`config.mk`:
```
export PLATFORM = sky130hd
export DESIGN_NAME = instruction_fetch
export DESIGN_NICKNAME = d
export VERILOG_FILES = /design/src/rtl/instruction_fetch.sv
export SDC_FILE = /design/constraint.sdc
export NUM_CORES = 1
export LEC_CHECK = 0
export CORE_ASPECT_RATIO = 0.9
export CORE_MARGIN = 3
export CORE_UTILIZATION = 54
export CTS_CLUSTER_SIZE = 10
export DETAILED_ROUTE_END_ITERATION = 10
export PLACE_DENSITY = 0.86
export SYNTH_ARGS = -nofsm -noshare
export SYNTH_HDL_FRONTEND = slang
export SYNTH_SLANG_ARGS = --single-unit
```
`constraint.sdc`:
```
create_clock -name clk -period 9.4 [get_ports clk]
set_input_delay 2.35 -clock clk [delete_from_list [all_inputs] [get_ports clk]]
set_output_delay 2.35 -clock clk [all_outputs]
set_load 0.01 [all_outputs]
```
`src/rtl/instruction_fetch.sv`:
```
// Instruction fetch: sequential/redirected fetch into an IF/ID register with a one-entry skid buffer.
// Latency: one cycle from IMemAck to Instr/InstrValid; 1 instr/cycle with zero-wait memory.
// Backpressure: Stall holds IF/ID; an ack arriving under Stall is parked in the skid buffer (HOLD, no request).
//
// Ports:
//   clk, rst                      - single clock, asynchronous active-high reset
//   Stall                         - decode cannot take a new instruction this cycle
//   BranchTaken, BranchTarget     - redirect fetch (target forced word-aligned)
//   IMemReq, IMemAddr             - instruction memory request (decoded from state / ReqAddr)
//   IMemAck, IMemRData            - memory read response
//   Instr, PCPlus4, InstrValid    - IF/ID register toward decode
module instruction_fetch #(
    parameter logic [31:0] RESET_PC = 32'h0000_0000
) (
    input  logic        clk,
    input  logic        rst,
    input  logic        Stall,
    input  logic        BranchTaken,
    input  logic [31:0] BranchTarget,
    output logic        IMemReq,
    output logic [31:0] IMemAddr,
    input  logic        IMemAck,
    input  logic [31:0] IMemRData,
    output logic [31:0] Instr,
    output logic [31:0] PCPlus4,
    output logic        InstrValid
);

    typedef enum logic [1:0] {
        IDLE  = 2'd0,
        FETCH = 2'd1,
        HOLD  = 2'd2,
        DROP  = 2'd3
    } state_t;

    state_t      state, state_n;
    logic [31:0] req_addr, req_addr_n;
    logic [31:0] redir_pc, redir_pc_n;
    logic [31:0] skid_instr, skid_instr_n;
    logic [31:0] skid_pc4, skid_pc4_n;
    logic [31:0] instr_n, pc4_n;
    logic        valid_n;

    logic        accept;
    logic [31:0] target;
    logic [31:0] req_addr_inc;

    assign accept       = !InstrValid || !Stall;
    assign target       = {BranchTarget[31:2], 2'b00};
    assign req_addr_inc = req_addr + 32'd4;

    assign IMemReq  = (state == FETCH) || (state == DROP);
    assign IMemAddr = req_addr;

    always_ff @(posedge clk or posedge rst) begin
        if (rst) begin
            state      <= IDLE;
            req_addr   <= RESET_PC;
            redir_pc   <= 32'd0;
            skid_instr <= 32'd0;
            skid_pc4   <= 32'd0;
            Instr      <= 32'd0;
            PCPlus4    <= 32'd0;
            InstrValid <= 1'b0;
        end else begin
            state      <= state_n;
            req_addr   <= req_addr_n;
            redir_pc   <= redir_pc_n;
            skid_instr <= skid_instr_n;
            skid_pc4   <= skid_pc4_n;
            Instr      <= instr_n;
            PCPlus4    <= pc4_n;
            InstrValid <= valid_n;
        end
    end

    always_comb begin
        state_n      = state;
        req_addr_n   = req_addr;
        redir_pc_n   = redir_pc;
        skid_instr_n = skid_instr;
        skid_pc4_n   = skid_pc4;
        instr_n      = Instr;
        pc4_n        = PCPlus4;
        valid_n      = InstrValid;

        case (state)
            IDLE: begin
                state_n = FETCH;
                if (BranchTaken) begin
                    valid_n    = 1'b0;
                    req_addr_n = target;
                end else begin
                    req_addr_n = RESET_PC;
                end
            end

            FETCH: begin
                if (BranchTaken) begin
                    valid_n = 1'b0;
                    if (IMemAck) begin
                        // Response completes the request; its data is stale.
                        req_addr_n = target;
                    end else begin
                        // Request still outstanding: finish it in DROP, then go to target.
                        redir_pc_n = target;
                        state_n    = DROP;
                    end
                end else if (IMemAck) begin
                    req_addr_n = req_addr_inc;
                    if (accept) begin
                        instr_n = IMemRData;
                        pc4_n   = req_addr_inc;
                        valid_n = 1'b1;
                    end else begin
                        skid_instr_n = IMemRData;
                        skid_pc4_n   = req_addr_inc;
                        state_n      = HOLD;
                    end
                end else if (accept) begin
                    valid_n = 1'b0;
                end
            end

            HOLD: begin
                if (BranchTaken) begin
                    valid_n    = 1'b0;
                    req_addr_n = target;
                    state_n    = FETCH;
                end else if (!Stall) begin
                    instr_n = skid_instr;
                    pc4_n   = skid_pc4;
                    valid_n = 1'b1;
                    state_n = FETCH;
                end
            end

            DROP: begin
                if (BranchTaken) begin
                    valid_n = 1'b0;
                    if (IMemAck) begin
                        // Newest target wins when the old request completes this same cycle.
                        req_addr_n = target;
                        state_n    = FETCH;
                    end else begin
                        redir_pc_n = target;
                    end
                end else if (IMemAck) begin
                    req_addr_n = redir_pc;
                    state_n    = FETCH;
                end else if (accept) begin
                    valid_n = 1'b0;
                end
            end

            default: state_n = IDLE;
        endcase
    end

endmodule
```
; Yosys cells after proc, flatten, opt, wreduce, memory -nomap -nowiden
; Index checks and enable logic that the tools add are counted.
[totals]
register_bits = 193
elab_cells = 81
out_inout_bits = 98
inputBits = 69
[op_classes]
addsub = 1
n_reduce_logical = 13
bitwise_logic = 3
eq_ne = 18
muxes = 38
[op_table]
columns = cell, count
row1 = 32-bit two-way mux, 17
row2 = 32-bit one-hot mux with 2 select lines, 2
row3 = 32-bit one-hot mux with 4 select lines, 1
row4 = 32-bit by 3-bit adder with 32-bit output (second input constant), 1
row5 = 3-bit != test (second input constant), 6
row6 = 2-bit != test (second input constant), 8
row7 = 2-bit two-way mux, 7
row8 = 1-bit two-way mux, 9
row9 = 2-bit one-hot mux with 4 select lines, 1
row10 = 4-bit AND reduction, 2
row11 = 3-bit AND reduction, 2
row12 = 6-bit AND reduction, 1
row13 = 5-bit AND reduction, 1
row14 = 2-bit == test (second input constant), 2
row15 = 4-bit != test (second input constant), 1
row16 = 1-bit one-hot mux with 4 select lines, 1
row17 = 1-bit inverter, 3
row18 = 2-bit by 1-bit == test with 1-bit output (second input constant), 1
row19 = 1-bit zero test, 2
row20 = 2-bit zero test, 1
row21 = 1-bit logical OR, 2
row22 = 2-bit nonzero test, 1
row23 = 2-bit OR reduction, 1

; Longest topological paths before layout
; Gate-level depths: netlist of run 1.
[depth]
depth_word = 6
ltp_mapped = 8
ltp_nobuf = 6

; Worst setup path before layout of run 1
; Ideal clock, no wire load.
[synth_timing]
kind = input-to-reg
from = input port IMemAck
to = register skid_instr[0]
path_buffers = 2
cell_stages = 6
setup_ps = 125
required_time_ps = 9275
arrival_time_ps = 3687
setup_slack_ps = 5588
path_cell_list = and2_1 > clkbuf_1 > nand2_1 > nor2_2 > buf_2 > mux2_2
[synth_between]
elab_chain_cells = 1
[synth_lines]
columns = item, line
row1 = from (decl), 22  ; input logic IMemAck,
row2 = 4-bit AND reduction (no line), -
row3 = to (signal assigned), 69  ; skid_instr <= skid_instr_n;
row4 = to (decl), 39  ; logic [31:0] skid_instr, skid_instr_n;
; No other way between the ends.
; A chain may end at the register's enable or synchronous reset.

; Final worst setup path of run 1
[layout_timing]
from = input port IMemAck
to = register skid_pc4[14]
[layout_between]
elab_chain_cells = 1
[layout_lines]
columns = item, line
row1 = 4-bit AND reduction (no line), -
row2 = to (signal assigned), 70  ; skid_pc4 <= skid_pc4_n;
row3 = to (decl), 40  ; logic [31:0] skid_pc4, skid_pc4_n;
; No other way between the ends.

==> results of run 1 <==
## worst max-delay path by stage
| stage | end | cells after the start | slack [ns] | from |
|---|---|---|---|---|
| floorplan | IMemAddr[0] | 1 | 1.79 | rst |
| global placement | skid_instr[2] | 7 | 3.76 | IMemAck |
| detailed placement | skid_pc4[14] | 7 | 3.72 | IMemAck |
| CTS | skid_instr[4] | 7 | 4.17 | IMemAck |
| global route | skid_instr[4] | 7 | 3.96 | IMemAck |
| finish | skid_pc4[14] | 7 | 4.08 | IMemAck |
## sequential cells by signal, summed over array words and instances, names as in the netlist
signal / count
IMemAddr: 32
Instr: 32
InstrValid: 1
PCPlus4: 32
redir_pc: 30
skid_instr: 32
skid_pc4: 32
state: 2
## layout by cell type, fill, tap and decap left out, drive strengths merged, types with 7 or more instances in the layout
cell type	n
xor2	13
xnor2	8
nand4	8
buf	13
o22ai	12
o21ai	68
mux2i	9
nand2	224
a31oi	51
clkbuf	19
clkdlybuf4s50	164
dfrtp	193
a21oi	52
a22oi	8
a211oi	9
a21boi	7
nand3	33
nor3	11
and4	9
mux2	39
inv	22
nor2	108
o211ai	18
## power groups by stage
stage	Sequential, mW	Clock (mW)	Combinational [mW]
final	1.18	0.715	0.700
after global routing	1.21	0.753	0.762
after detailed placement	1.19	0	0.691
after floorplan	1.19	0	0.344
after global placement	1.18	0	0.670
after CTS	1.18	0.721	0.702
## kinds of logic (layout without fill, tap and decap cells)
kind of cell | after synthesis | after routing | share of synthesized area [%]
AO/OA/AOI/OAI | 276 | 276 | 18.1
XOR/XNOR | 21 | 21 | 1.89
adder cells (fa/ha/maj) | 1 | 1 | 0.129
buffers and inverters | 103 | 224 | 4.90
flip-flops | 193 | 193 | 49.6
multiplexers | 48 | 48 | 5.44
AND/OR/NAND/NOR | 437 | 437 | 19.9
## critical path, stage by stage
cell and delay (ns):
clkdlybuf4s50_1 0.46, buf_4 0.36, and2_1 0.37, nand2_1 0.43
nor2_4 0.41, buf_4 0.75, mux2_2 0.42
## per-stage QoR
step	worst slack (ns)	hold slack (ns)	utilization, %	area (um^2)	cells
after floorplan	1.79	0.439	-	9730	1079
after global placement	3.76	0.452	65.8	11400	1403
after detailed placement	3.72	0.456	65.8	11400	1403
after CTS	4.17	0.473	69.2	12000	1435
after global routing	3.96	0.498	69.2	12000	1435
final	4.08	0.477	69.2	12000	1435
## layout make-up
cell class | instances | share of cell area [%]
Clock buffer | 19 | 3.71
Tap cell | 235 | 2.46
Inverter | 15 | 0.534
Timing Repair Buffer | 177 | 14.5
Clock inverter | 13 | 1.17
Sequential cell | 193 | 40.4
Multi-Input combinational cell | 783 | 37.2
## per-layer routing
metal  vias to the layer above  track usage [%]  share of wire [%]
met5                         -                0                  0
li1                       4028                -                  -
met3                        56             7.07                9.3
met1                      4229             39.5                 41
met4                         0             8.44                2.4
met2                       457             43.5                 47
==> summary.txt, run 1 <==
TIMING
-----------------------------------------------------------------------------------------------
Setup TNS Final ..................................................................         0 ns
Final Max Tran Viols .............................................................            0
Least-Margin Pin Slew ............................................................      1.07 ns
Clk_skew .........................................................................    0.0172 ns
Rel. slew slack ..................................................................        28.7%
Highest achievable clock rate ....................................................      188 MHz
Number of endpoints with negative hold slack in the final report .................            0
Final cycle utilization of the critical path .....................................        56.6%
Final period demand of the worst path ............................................      5.32 ns
Unrepaired setup endpoints after global routing ..................................        false
Final setup violation count ......................................................            0

HOLD PATH
-----------------------------------------------------------------------------------------------
Path type of the worst min-delay path ............................................      reg2reg
WHS Path Cells ...................................................................            2
Destination of the worst hold path ............................................... redir_pc[15]
Hold path startpoint ............................................................. redir_pc[15]

PWR
-----------------------------------------------------------------------------------------------
Power density over the cells .....................................................  218 nW/um^2
Share of total power in the clock network ........................................        27.5%
Fraction of power spent switching nets ...........................................        33.0%
Total power of the final layout ..................................................      2.60 mW
Int Power ........................................................................      1.74 mW
Max VDD drop .....................................................................     0.146 mV
Share of power burned in combinational logic .....................................        26.9%
NetSw ............................................................................       859 uW
Fraction of power consumed by sequential logic ...................................        45.6%
Static leakage ...................................................................      5.04 nW

CLOCK TREE
-----------------------------------------------------------------------------------------------
Clock latency at the later pin of the worst-skew pair ............................      0.44 ns
Number of CTS-inserted buffers ...................................................           17
Cells resized by post-CTS repair .................................................            0
Clock input transition at the sequential cells of the worst setup and hold paths .      0.07 ns
Number of setup buffers added after CTS ..........................................            0
H-tree depth .....................................................................            4
Number of hold buffers added after CTS ...........................................            0
TritonCTS clock tree .............................................................        built
# clock sinks ....................................................................          193
Root buffer cell .................................................................    clkbuf_16
Clock buffer depth ...............................................................            2

PLACE
-----------------------------------------------------------------------------------------------
Final estimated routing congestion in global placement ...........................        0.949
Port-buffer cells ................................................................          164
Half-perimeter wire length after detailed placement ..............................     18700 um

LOGIC SYNTHESIS
-----------------------------------------------------------------------------------------------
Gate Count Post-Synth ............................................................         1079
Area share of the leading cell type in the synthesized netlist ...................        49.6%
Most instantiated library cell after synthesis ...................................      nand2_1
Post-synth EDFFs .................................................................            0
Number of different library cells in the post-synthesis netlist ..................           65
Post-synth design cell area ......................................................    9730 um^2
Net count after synthesis ........................................................         1149
Library cell occupying the most area in the post-synthesis netlist ...............      dfrtp_1
Primary FF master, synth .........................................................      dfrtp_1
Proportion of synthesized chip area in sequential cells ..........................        49.6%
Mean Syn Cell Area ...............................................................    9.02 um^2
Top cells by area in the synthesized netlist ..................................... dfrtp_1, nand2_1, mux2_2
Synth warn .......................................................................            0
Number of flip-flops and latches in the synthesized netlist ......................          193
Synth top cells by count ......................................................... nand2_1, dfrtp_1, nor2_1
Asr flop ratio synth .............................................................         100%

FINAL LAYOUT
-----------------------------------------------------------------------------------------------
Number of inserted filler cells in the final layout ..............................         1290
Flip-flop and latch area .........................................................    4830 um^2
Area growth from synthesis to layout .............................................        22.9%
Share of cells above drive strength 1 ............................................        8.42%
Final net count ..................................................................         1257
Number of antenna cells inserted .................................................            0
Combined area of the multi-input logic cells .....................................    4440 um^2

GRT
-----------------------------------------------------------------------------------------------
First-pass GRT wire length .......................................................     44400 um
Maximum number of pins on one net before global-route repair .....................          126
Global Route Usage Sum ...........................................................        28.1%
Vias in the first global route ...................................................         8252
Number of antenna violations at the first check in global routing ................            0
Overflow left after global routing ...............................................            0

STATUS
-----------------------------------------------------------------------------------------------
Outcome .......................................................................... finished, final reports clean

FLOORPLANNING
-----------------------------------------------------------------------------------------------
Chip height ......................................................................       133 um
Number of I/O pins ...............................................................          167
Placeable core region ............................................................   17300 um^2
Number of standard-cell rows in the floorplan ....................................           45
Die width ........................................................................       147 um
Effective utilization at floorplan ...............................................        56.3%
Die Footprint ....................................................................   19700 um^2

WORST SETUP PATH
-----------------------------------------------------------------------------------------------
Critical R2R Capture ............................................................. skid_pc4[14]
Maximum fanout encountered on the critical timing path ...........................           79
Critical Path AT .................................................................      5.64 ns
R2R cell count ...................................................................            6
Worst setup EP type ..............................................................     register
Crit Path Class ..................................................................       in2reg
Startpoint kind of the worst setup timing path ...................................    input pin
Reg-to-reg critical path startpoint ..............................................     state[0]
Worst R2R Setup Slack ............................................................      6.08 ns
Required time at the worst-slack endpoint ........................................      9.72 ns

ROUTING
-----------------------------------------------------------------------------------------------
Detailed-routing iteration count for the pre-antenna-repair pass .................            5
Drt total wl .....................................................................     28000 um
Initial detailed-routing violation count .........................................         1089
Remaining routing DRC violations .................................................            0
Detail-routed net length per standard cell .......................................      19.5 um
Vias per Instance ................................................................         6.11
Number of vias after detailed routing ............................................         8770
Detail Route Antenna Nets ........................................................            0

FLOW RUN
-----------------------------------------------------------------------------------------------
Number of maximum-capacitance constraint violations ..............................            0

Note: power is estimated with default switching activity, not from simulation.
==> inputs of run 2 (changes only) <==
Settings changed: CORE_UTILIZATION 54 to 48, PLACE_DENSITY 0.86 to 0.81.
Clock period 9.4 ns to 4.35 ns, I/O delays scaled along.
==> run 2 against run 1 <==
  * Total power is 120% higher
  * Sequential cell count stayed put
  * Via count is 0.44% lower
  * Register-to-register slack worse by 4.4 ns
  * Sequential share of layout area is 0.75 points lower
  * Die area is 12% higher
  * Critical endpoint is now PCPlus4[16]
  * Global-route usage is 2.6 points lower
  * Wire length is 0.72% lower
  * Critical path type unchanged
==> summary.txt, run 2 (synthesis results as in run 1) <==
WORST SETUP PATH
-----------------------------------------------------------------------------------------------
Startpoint kind of the worst setup timing path ...................................    input pin
CP top delay family .............................................................. compound AO/OA/AOI/OAI gates
Critical Path AT .................................................................      3.68 ns
Maximum fanout encountered on the critical timing path ...........................           21
Delay contributed by the slowest stage of the critical path ......................      0.84 ns
Crit Path Class ..................................................................       in2reg
Required time at the worst-slack endpoint ........................................      4.69 ns
Critical Path, Cell by Cell ...................................................... clkdlybuf4s50_1, nand3b_1, a21oi_1, o21a_2, nand2_1, o211ai_1
Worst setup EP type ..............................................................     register
Critical-path cell with the highest stage delay .................................. clkdlybuf4s50_1
Worst R2R Setup Slack ............................................................      1.64 ns
Crit path buffers/inverters ......................................................            1

GRT
-----------------------------------------------------------------------------------------------
First-pass GRT wire length .......................................................     44500 um
Vias in the first global route ...................................................         8277
Global Route Usage Sum ...........................................................        25.5%
Number of antenna violations at the first check in global routing ................            0
Overflow left after global routing ...............................................            0
Maximum number of pins on one net before global-route repair .....................           92

ROUTING
-----------------------------------------------------------------------------------------------
Initial detailed-routing violation count .........................................         1062
Number of vias after detailed routing ............................................         8731
Detail-routed net length per standard cell .......................................      19.0 um
Remaining routing DRC violations .................................................            0
Detailed-routing iteration count for the pre-antenna-repair pass .................            5
Drt total wl .....................................................................     27800 um
Vias per Instance ................................................................         5.98
Detail Route Antenna Nets ........................................................            0

CLOCK TREE
-----------------------------------------------------------------------------------------------
# clock sinks ....................................................................          193
Cells resized by post-CTS repair .................................................            0
Clock buffer depth ...............................................................            2
Number of setup buffers added after CTS ..........................................            0
Number of CTS-inserted buffers ...................................................           17
H-tree depth .....................................................................            4
TritonCTS clock tree .............................................................        built
Number of hold buffers added after CTS ...........................................            0
Clock input transition at the sequential cells of the worst setup and hold paths .      0.07 ns
Clock latency at the later pin of the worst-skew pair ............................      0.44 ns
Root buffer cell .................................................................    clkbuf_16

PWR
-----------------------------------------------------------------------------------------------
Share of total power in the clock network ........................................        29.6%
Total power of the final layout ..................................................      5.76 mW
NetSw ............................................................................      1.88 mW
Fraction of power consumed by sequential logic ...................................        44.3%
Share of power burned in combinational logic .....................................        26.2%
Int Power ........................................................................      3.89 mW
Max VDD drop .....................................................................     0.258 mV
Power density over the cells .....................................................  473 nW/um^2
Fraction of power spent switching nets ...........................................        32.6%
Static leakage ...................................................................      5.13 nW

FLOORPLANNING
-----------------------------------------------------------------------------------------------
Effective utilization at floorplan ...............................................        49.8%
Chip height ......................................................................       141 um
Number of I/O pins ...............................................................          167
Die Footprint ....................................................................   22000 um^2
Number of standard-cell rows in the floorplan ....................................           48
Placeable core region ............................................................   19500 um^2
Die width ........................................................................       156 um

TIMING
-----------------------------------------------------------------------------------------------
Rel. slew slack ..................................................................        48.3%
Final period demand of the worst path ............................................      3.35 ns
Highest achievable clock rate ....................................................      299 MHz
Least-Margin Pin Slew ............................................................     0.773 ns
Clk_skew .........................................................................    0.0164 ns
Final cycle utilization of the critical path .....................................        76.9%
Setup WS post-layout .............................................................      1.00 ns
Final Max Tran Viols .............................................................            0
Setup TNS Final ..................................................................         0 ns
Number of endpoints with negative hold slack in the final report .................            0
Unrepaired setup endpoints after global routing ..................................        false
Final setup violation count ......................................................            0

FINAL LAYOUT
-----------------------------------------------------------------------------------------------
Final net count ..................................................................         1267
Most common library cell in the layout ignoring fill and taps ....................      nand2_1
Share of cells above drive strength 1 ............................................        9.26%
Area growth from synthesis to layout .............................................        25.2%
Most used cells in the layout excluding fill and tap cells ....................... nand2_1, dfrtp_1, clkdlybuf4s50_1
Number of antenna cells inserted .................................................            0

PLACE
-----------------------------------------------------------------------------------------------
Half-perimeter wire length after detailed placement ..............................     19100 um
Port-buffer cells ................................................................          164
Final estimated routing congestion in global placement ...........................        0.938
Worst setup timing slack at the placement stage ..................................     0.658 ns

STATUS
-----------------------------------------------------------------------------------------------
Outcome .......................................................................... finished, final reports clean

HOLD PATH
-----------------------------------------------------------------------------------------------
Path type of the worst min-delay path ............................................      reg2reg

FLOW RUN
-----------------------------------------------------------------------------------------------
Number of maximum-capacitance constraint violations ..............................            0

==> run 2: cell types whose count changed in the layout (fill, tap and decap cells not counted), sizes merged <==
cell	change
clkinvlp	+2
bufinv	+2
inv	-2
buf	+10
clkbuf	-2
==> run 2: path summary, 6_finish.rpt <==
kind,end,cells after the start,start
setup reg to reg,PCPlus4[16],6,state[1]
max in group asynchronous,redir_pc[29],3,rst
min in group asynchronous,Instr[26],2,rst
hold reg to reg,redir_pc[25],2,redir_pc[25]
setup / recovery,PCPlus4[16],6,IMemAck
hold / removal,redir_pc[25],2,redir_pc[25]
==> run 2: layout make-up <==
type                       instances  area [um^2]
clock buffer                      17          425
clock inverter                    15          230
fill                            1539         7340
inverter                          15         60.1
multi-input combinational        783         4440
sequential                       193         4830
tap                              250          313
timing repair buffer             187         1880
==> run 2: through the flow <==
stage | cell area [um^2] | hold slack, ns | std cells | utilization (%)
final | 12200 | 0.472 | 1460 | 62.4
after global placement | 11500 | 0.453 | 1428 | 59.0
after detailed placement | 11500 | 0.458 | 1428 | 59.0
after global routing | 12200 | 0.489 | 1460 | 62.4
after CTS | 12200 | 0.475 | 1460 | 62.4
after floorplan | 9730 | 0.439 | 1079 | -
==> run 2: worst min-delay path: cells and delay by family (launching register included) <==
| kind | cells | cell delay [ns] |
|---|---|---|
| DFF | 1 | 0.34 |
| and+or+nand+nor | 2 | 0.10 |
==> run 2: power by group through the flow <==
stage,registers [mW],clock network (mW),logic (mW)
after floorplan,2.56,0,0.743
after global placement,2.55,0,1.46
after detailed placement,2.58,0,1.50
after CTS,2.54,1.73,1.51
after global routing,2.61,1.80,1.65
final,2.55,1.70,1.51
==> run 2: layer usage <==
metal / track usage (%) / routed length, um
met1: 36.6 / 11900
met2: 37.7 / 12300
met3: 7.58 / 2960
met4: 7.39 / 625
met5: 0 / 0
==> inputs of run 3 (changes only) <==
Settings changed: CORE_UTILIZATION 48 to 54, PLACE_DENSITY 0.81 to 0.86.
Clock period 4.35 ns to 3.4 ns, I/O delays scaled along.
==> run 3 against run 2 <==
  * Clock skew increased by 0.0027 ns
  * Register-to-register slack got worse by 0.91 ns
  * Critical path depth decreased by 5
  * Wire length increased by 2.7%
  * Sequential power increased by 29%
  * Cell count decreased by 0.14%
  * Worst setup slack got worse by 0.41 ns
==> summary.txt, run 3 (synthesis results as in run 1) <==
PLACE
-----------------------------------------------------------------------------------------------
Final estimated routing congestion in global placement ...........................        0.958
Port-buffer cells ................................................................          164
Half-perimeter wire length after detailed placement ..............................     19400 um
Area of placed instances .........................................................   11600 um^2
Worst setup timing slack at the placement stage ..................................     0.375 ns

FLOORPLANNING
-----------------------------------------------------------------------------------------------
Number of standard-cell rows in the floorplan ....................................           45
Die Footprint ....................................................................   19700 um^2
Effective utilization at floorplan ...............................................        56.3%
Placeable core region ............................................................   17300 um^2
Die width ........................................................................       147 um
Chip height ......................................................................       133 um
Number of I/O pins ...............................................................          167

PWR
-----------------------------------------------------------------------------------------------
Static leakage ...................................................................      5.19 nW
Power density over the cells .....................................................  599 nW/um^2
Max VDD drop .....................................................................     0.386 mV

ROUTING
-----------------------------------------------------------------------------------------------
Detail Route Antenna Nets ........................................................            0
Remaining routing DRC violations .................................................            0
Number of vias after detailed routing ............................................         8929
Initial detailed-routing violation count .........................................          934
Detailed-routing iteration count for the pre-antenna-repair pass .................            6
Drt total wl .....................................................................     28500 um
Detail-routed net length per standard cell .......................................      19.6 um
Vias per Instance ................................................................         6.12

WORST SETUP PATH
-----------------------------------------------------------------------------------------------
CP top delay family ..............................................................   flip-flops
Critical Path AT .................................................................      1.96 ns
Crit path buffers/inverters ......................................................            1
Required time at the worst-slack endpoint ........................................      2.55 ns
Critical Path, Cell by Cell ...................................................... clkdlybuf4s50_1
Maximum fanout encountered on the critical timing path ...........................           21
Worst setup EP type ..............................................................   output pin
Critical-path cell with the highest stage delay ..................................      dfrtp_1
Delay contributed by the slowest stage of the critical path ......................      0.85 ns
Startpoint kind of the worst setup timing path ...................................     register
Crit Path Class ..................................................................      reg2out

HOLD PATH
-----------------------------------------------------------------------------------------------
Path type of the worst min-delay path ............................................      reg2reg

CLOCK TREE
-----------------------------------------------------------------------------------------------
TritonCTS clock tree .............................................................        built
Number of CTS-inserted buffers ...................................................           17
Cells resized by post-CTS repair .................................................            0
Clock latency at the later pin of the worst-skew pair ............................      0.45 ns
Number of setup buffers added after CTS ..........................................            0
# clock sinks ....................................................................          193
Root buffer cell .................................................................    clkbuf_16
Clock buffer depth ...............................................................            2
H-tree depth .....................................................................            4
Clock input transition at the sequential cells of the worst setup and hold paths .      0.08 ns
Number of hold buffers added after CTS ...........................................            0

TIMING
-----------------------------------------------------------------------------------------------
Rel. slew slack ..................................................................        24.5%
Final period demand of the worst path ............................................      2.81 ns
Setup TNS Final ..................................................................         0 ns
Final cycle utilization of the critical path .....................................        82.7%
Final setup violation count ......................................................            0
Setup WS post-layout .............................................................     0.590 ns
Final Max Tran Viols .............................................................            0
Number of endpoints with negative hold slack in the final report .................            0
Unrepaired setup endpoints after global routing ..................................        false
Highest achievable clock rate ....................................................      356 MHz
Clk_skew .........................................................................    0.0191 ns
Least-Margin Pin Slew ............................................................      1.13 ns

GRT
-----------------------------------------------------------------------------------------------
Vias in the first global route ...................................................         8499
GR Layer Usage met1 ..............................................................        42.3%
Number of antenna violations at the first check in global routing ................            0
Maximum number of pins on one net before global-route repair .....................           90
Overflow left after global routing ...............................................            0
First-pass GRT wire length .......................................................     45700 um
Met3 layer usage reported by global route ........................................        6.39%
Highest-utilization routing layer at the global route stage ......................         met2
Met2 GRT Util ....................................................................        44.5%
Global Route Usage Sum ...........................................................        29.0%

STATUS
-----------------------------------------------------------------------------------------------
Outcome .......................................................................... finished, final reports clean

FINAL LAYOUT
-----------------------------------------------------------------------------------------------
Most common library cell in the layout ignoring fill and taps ....................      nand2_1
Most used cells in the layout excluding fill and tap cells ....................... nand2_1, dfrtp_1, clkdlybuf4s50_1
Share of cells above drive strength 1 ............................................        10.2%
Final instance area ..............................................................   12300 um^2
Area growth from synthesis to layout .............................................        26.0%
Final net count ..................................................................         1280
Number of antenna cells inserted .................................................            0

FLOW RUN
-----------------------------------------------------------------------------------------------
Number of maximum-capacitance constraint violations ..............................            0

==> run 3: cell types whose count changed in the layout (fill, tap and decap cells not counted) <==
cell and change:
buf_12 +2, buf_4 +11, bufinv_16 -2, clkinv_8 -1, inv_12 +5, inv_6 +2, inv_8 -4
==> run 3: path summary, 6_finish.rpt <==
path,from,to,slack (ns),depth (start not counted)
setup / recovery,state[0],IMemReq,0.59,1
hold / removal,redir_pc[25],redir_pc[25],0.48,2
setup reg to reg,IMemAddr[2],PCPlus4[26],0.73,6
hold reg to reg,redir_pc[25],redir_pc[25],0.48,2
max in group asynchronous,rst,skid_instr[30],1.66,3
min in group asynchronous,rst,Instr[13],0.90,2
==> run 3: per-stage QoR <==
| step | util (%) | hold slack (ns) | power [mW] | instances |
|---|---|---|---|---|
| 2_1_floorplan | - | 0.439 | 4.23 | 1079 |
| 3_3_place_gp | 67.3 | 0.452 | 5.14 | 1426 |
| 3_5_place_dp | 67.3 | 0.457 | 5.23 | 1426 |
| 4_1_cts | 70.9 | 0.477 | 7.35 | 1458 |
| 5_1_grt | 70.9 | 0.499 | 7.70 | 1458 |
| 6_report | 70.9 | 0.476 | 7.35 | 1458 |
==> run 3: final cells by class <==
cell class,count,area (um^2)
fill,1236,5020
clock buffer,17,425
sequential,193,4830
clock inverter,15,208
tap,235,294
timing repair buffer,200,2000
multi-input combinational,783,4440
inverter,15,60.1
==> run 3: metal layers <==
| layer | wire length, um | vias up |
|---|---|---|
| li1 | - | 4063 |
| met4 | 584 | 0 |
| met5 | 0 | - |
| met1 | 12000 | 4336 |
| met3 | 2740 | 46 |
| met2 | 13200 | 484 |
==> run 3: where the power goes <==
part           internal [mW]  leakage [nW]  switching [mW]  total, mW
combinational           1.01          2.54           0.947       1.96
clock                   1.03         0.300            1.08       2.11
sequential              2.83          2.35           0.457       3.29
==> RTL edit 1 (settings of run 3) <==
Make the reset (`rst`) synchronous in one clocked block. Comments in the files are not updated.
--- a/src/rtl/instruction_fetch.sv
+++ b/src/rtl/instruction_fetch.sv
@@ -54,3 +54,3 @@
 
-    always_ff @(posedge clk or posedge rst) begin
+    always_ff @(posedge clk) begin
         if (rst) begin
Formal check against the unedited RTL: differs if rst is asserted again (counterexample within 4 cycles, from zero or initial values and one cycle with rst high); with rst held inactive, the same outputs for 4 cycles.
==> RTL edit 1 against run 3 <==
Synthesized area fell by 6.9%; wire length fell by 5.4%; worst setup slack improved by 0.0087 ns; cell area shrank 6.6%; die area fell by 6.6%; sequential cell count stayed put; largest cell class is now multi-input combinational cells.
Power is not compared: it rests on default switching activity, and its combinational part moved more than twofold at a synthesized area within 25%.
==> RTL edit 1: results (changes against run 3) <==
.. list-table::
   :header-rows: 1

   * - Metric
     - Value
   * - HPWL Detailed
     - 18,000 µm (-7.0%)
   * - Number of unique standard cell types used by synthesis
     - 61 (-6.2%)
   * - Non-clock buffer instance count of the final layout
     - 196 (-2.0%)
   * - Routability congestion estimate from global placement
     - 0.940 (-1.9%)
   * - Worst hold slack
     - 0.453 ns (-0.0225 ns)
   * - Vias in the first global route
     - 8,095 (-4.8%)
   * - Cells on Worst Hold Path
     - 2 (unchanged)
   * - Worst Clk Skew
     - 0.0106 ns (-0.00856 ns)
   * - Hold Path Origin
     - PCPlus4[7]$_SDFFE_PP0P_
   * - Share of cell area taken by multi-input logic gates
     - 41.5% (+5.2 points)
   * - Count of filler cells inserted in the layout
     - 1,299 (+5.1%)
   * - Capturing point of the worst reg2reg path
     - PCPlus4[30]$_SDFFE_PP0P_
   * - Area after detailed placement
     - 0.0109 mm² (-6.6%)
   * - Dominant register cell in the synthesized netlist
     - sky130_fd_sc_hd__dfxtp_1
   * - Part of the Yosys area used for sequential elements
     - 42.7% (-7.0 points)
   * - Syn nets
     - 1,246 (+8.4%)
   * - Maximum number of pins on one net before global-route repair
     - 123 (+37%)
   * - Worst path slowest cell
     - sky130_fd_sc_hd__clkdlybuf4s50_1
   * - Largest cells by area after synthesis
     - sky130_fd_sc_hd__dfxtp_1 43%, sky130_fd_sc_hd__nand2_1 10%, sky130_fd_sc_hd__a21oi_1 6.5%
   * - Detailed Route WL
     - 27,000 µm (-5.4%)
   * - Outcome
     - complete, no violations
   * - Slew @ Worst Pin
     - 0.941 ns (-0.191 ns)
   * - Global-route wire length before repair
     - 42,000 µm (-8.0%)
   * - Startpoint of the most critical register-to-register path
     - IMemAddr[2]$_SDFFE_PP0P_
   * - Maximum fanout along the worst path
     - 73 (+250%)
   * - Clk cell area share
     - 5.16% (-0.0059 points)
   * - Critical path endpoint
     - Instr[26]$_SDFFE_PP0P_
   * - Routed wirelength normalized by instance count
     - 17.9 µm (-8.4%)
   * - Worst min-delay path endpoint
     - PCPlus4[7]$_SDFFE_PP0P_
   * - Slowest stage delay, CP
     - 0.60 ns (-0.25 ns)
   * - Drt via density
     - 6.11 (-0.30%)
   * - Number of cells after detailed placement
     - 1,474 (+3.4%)
   * - Worst slack, placed
     - 0.193 ns (-0.182 ns)
   * - Total global routing track utilization
     - 28.4% (-0.64 points)
   * - CP arrival
     - 3.13 ns (+1.17 ns)
   * - Commonest cells post-synth
     - 248 x sky130_fd_sc_hd__nand2_1, 193 x sky130_fd_sc_hd__dfxtp_1, 117 x sky130_fd_sc_hd__a21oi_1
   * - Count of buffers inserted at the top-level ports
     - 164 (unchanged)
   * - Count of multi-input combinational gates
     - 860 (+9.8%)
   * - Layout clock buffers
     - 18 (+1)
## RTL edit 1: cell families (layout without fill, tap and decap cells)
group	Yosys count	after routing	synth area share (%)
AOI/OAI and AO/OA	322	322	23.3
and+or+nand+nor	496	496	24.3
xor gates and xnor gates	25	25	2.42
buffers and inverters	123	246	5.32
adders and majority gates	1	1	0.138
muxes	16	16	1.87
DFF	193	193	42.7
## RTL edit 1: per-layer routing
metal / global-route usage (%) / part of all wire, % / vias to the layer above
met2: 40.9 / 44 / 485
met1: 41.5 / 44 / 4277
met5: 0 / 0 / -
met3: 6.84 / 9.3 / 56
met4: 9.73 / 2.5 / 0
li1: - / - / 4377
## RTL edit 1: worst max-delay path, delay by kind of cell
family	cells	cell delay (ns)
buf+inv	2	0.91
simple gates	2	0.66
compound gates	2	0.65
==> RTL edit 2 (config.mk and constraints of run 3) <==
Without the edit above. Register the input `BranchTarget` before use, cleared by the reset. The logic sees it one clock later. The other inputs are not delayed to match.
--- a/src/rtl/instruction_fetch.sv
+++ b/src/rtl/instruction_fetch.sv
@@ -35,2 +35,12 @@
 
+    logic [31:0] BranchTarget_q;
+
+    always_ff @(posedge clk or posedge rst) begin
+        if (rst) begin
+            BranchTarget_q <= '0;
+        end else begin
+            BranchTarget_q <= BranchTarget;
+        end
+    end
+
     state_t      state, state_n;
@@ -48,3 +58,3 @@
     assign accept       = !InstrValid || !Stall;
-    assign target       = {BranchTarget[31:2], 2'b00};
+    assign target       = {BranchTarget_q[31:2], 2'b00};
     assign req_addr_inc = req_addr + 32'd4;
Function: changed (Yosys sat finds a counterexample within 4 cycles, from zero or initial values and one cycle with rst high).
==> RTL edit 2 against run 3 <==
Worst setup slack improved by 0.071 ns; cell area rose by 9.6%; first-iteration DRC count rose by 26%; sequential share of layout area rose by 2.1 points; clock power rose by 15%; wire length rose by 6.8%; fmax rose by 2.6%; register-to-register slack improved by 0.07 ns; power rose by 11%; combinational power rose by 2%; synthesized area rose by 12%; final cell count rose by 3.0%; global-route usage fell by 1.4 points; sequential cell count rose by 30; largest cell class unchanged.
==> RTL edit 2: results (changes against run 3) <==
.. list-table::
   :header-rows: 1

   * - Metric
     - Value
   * - Outcome
     - complete, no violations
   * - Total Nets Final
     - 1,317 (+2.9%)
   * - Max VDD drop
     - 398 µV (+3.1%)
   * - H-tree depth reported by CTS
     - 1 (-3)
   * - HPWL Detailed
     - 20,700 µm (+7.1%)
   * - Detailed Route WL
     - 30,500 µm (+6.8%)
   * - Worst slack, placed
     - 0.333 ns (-0.0419 ns)
   * - Commonest cells post-synth
     - 223 x sky130_fd_sc_hd__dfrtp_1, 159 x sky130_fd_sc_hd__nand2_1, 107 x sky130_fd_sc_hd__nor2_1
   * - Switching part of the total
     - 30.1% (-3.7 points)
   * - Clock slew at reported path FFs
     - 0.06 ns (-0.02 ns)
   * - Vias in the first global route
     - 9,236 (+8.7%)
   * - Post-Synthesis Mean Instance Area
     - 9.71 µm² (+7.7%)
   * - Met3 Use GR
     - 6.45% (+0.051 points)
   * - Routed wl met3
     - 3300 µm (+20%)
   * - Routed wl met2
     - 13,900 µm (+5.5%)
   * - Part of the Yosys area used for sequential elements
     - 51.3% (+1.7 points)
   * - N_diodes
     - 0 (unchanged)
   * - Maximum count of clock buffers along a single path
     - 3 (+1)
   * - Pre-Repair DR Iteration Count
     - 7 (+1)
   * - Category of cells accounting for the largest share of critical-path delay
     - buffers and inverters
   * - Leak
     - 5.56 nW (+7.1%)
   * - Via total after detailed routing
     - 9,500 (+6.4%)
   * - Share of layout cells above drive strength 1
     - 12.5% (+2.2 points)
   * - CP arrival
     - 1.89 ns (-0.07 ns)
   * - Detailed router's first-iteration violation count
     - 1,174 (+26%)
   * - Worst Clk Skew
     - 0.0111 ns (-0.00800 ns)
   * - Largest cells by area after synthesis
     - sky130_fd_sc_hd__dfrtp_1 51%, sky130_fd_sc_hd__mux2_2 7.1%, sky130_fd_sc_hd__nand2_1 5.5%
   * - Maximum number of pins on one net before global-route repair
     - 64 (-29%)
   * - Capturing point of the worst reg2reg path
     - PCPlus4[22]$_DFFE_PP0P_
   * - Slew @ Worst Pin
     - 0.778 ns (-0.354 ns)
   * - Clock insertion delay at the later pin of the skew report
     - 0.52 ns (+0.07 ns)
   * - Worst path slowest cell
     - sky130_fd_sc_hd__clkdlybuf4s50_1
   * - Area after detailed placement
     - 0.0127 mm² (+9.4%)
   * - Count of filler cells inserted in the layout
     - 1,406 (+14%)
   * - M1 wire length
     - 12,000 µm (-0.25%)
   * - Met1 track demand over resource in global routing
     - 38.8% (-3.5 points)
   * - Routability congestion estimate from global placement
     - 0.950 (-0.77%)
   * - Global routing usage on met2
     - 42.6% (-2.0 points)
   * - Final critical path time including I/O delays and setup
     - 2.74 ns (-0.0707 ns)
==> RTL edit 2: cell count changes after synthesis, moves of 9 or more <==
| cell | run 3 | this run |
|---|---|---|
| sky130_fd_sc_hd__buf_2 | 21 | 30 |
| sky130_fd_sc_hd__a21oi_1 | 52 | 73 |
| sky130_fd_sc_hd__mux2_2 | 39 | 69 |
| sky130_fd_sc_hd__xnor2_1 | 8 | 18 |
| sky130_fd_sc_hd__nand2_1 | 224 | 159 |
| sky130_fd_sc_hd__dfrtp_1 | 193 | 223 |
==> RTL edit 2: cell families (layout without fill, tap and decap cells) <==
logic type                 after synthesis  in the layout  synth area share, %
xor gates and xnor gates                24             24                 1.93
buffers and inverters                  112            244                 4.50
DFF                                    223            223                 51.3
and+or+nand+nor                        380            380                 16.5
adders and majority gates                1              1                0.115
muxes                                   80             80                 8.16
AOI/OAI and AO/OA                      300            300                 17.5
==> RTL edit 2: power groups by stage <==
| stage | clock [W] | combinational [W] | sequential, W |
|---|---|---|---|
| global placement | 0 | 0.00193 | 0.00371 |
| CTS | 0.00246 | 0.00200 | 0.00371 |
| global route | 0.00257 | 0.00218 | 0.00380 |
| finish | 0.00243 | 0.00200 | 0.00373 |
| floorplan | 0 | 0.00104 | 0.00368 |
| detailed placement | 0 | 0.00199 | 0.00375 |
==> RTL edit 2: stage by stage <==
step	total power, W	hold slack [ns]
2_1_floorplan	0.00472	0.471
3_3_place_gp	0.00564	0.463
3_5_place_dp	0.00574	0.474
4_1_cts	0.00817	0.489
5_1_grt	0.00855	0.508
6_report	0.00816	0.484
==> RTL edit 2: final cells by class <==
cell class | instances | area share (%)
multi-input cells | 785 | 36.0
repair buffers | 196 | 14.4
inverters | 15 | 0.447
flip-flops and latches | 223 | 41.5
well taps | 250 | 2.33
clock buffers | 33 | 5.27
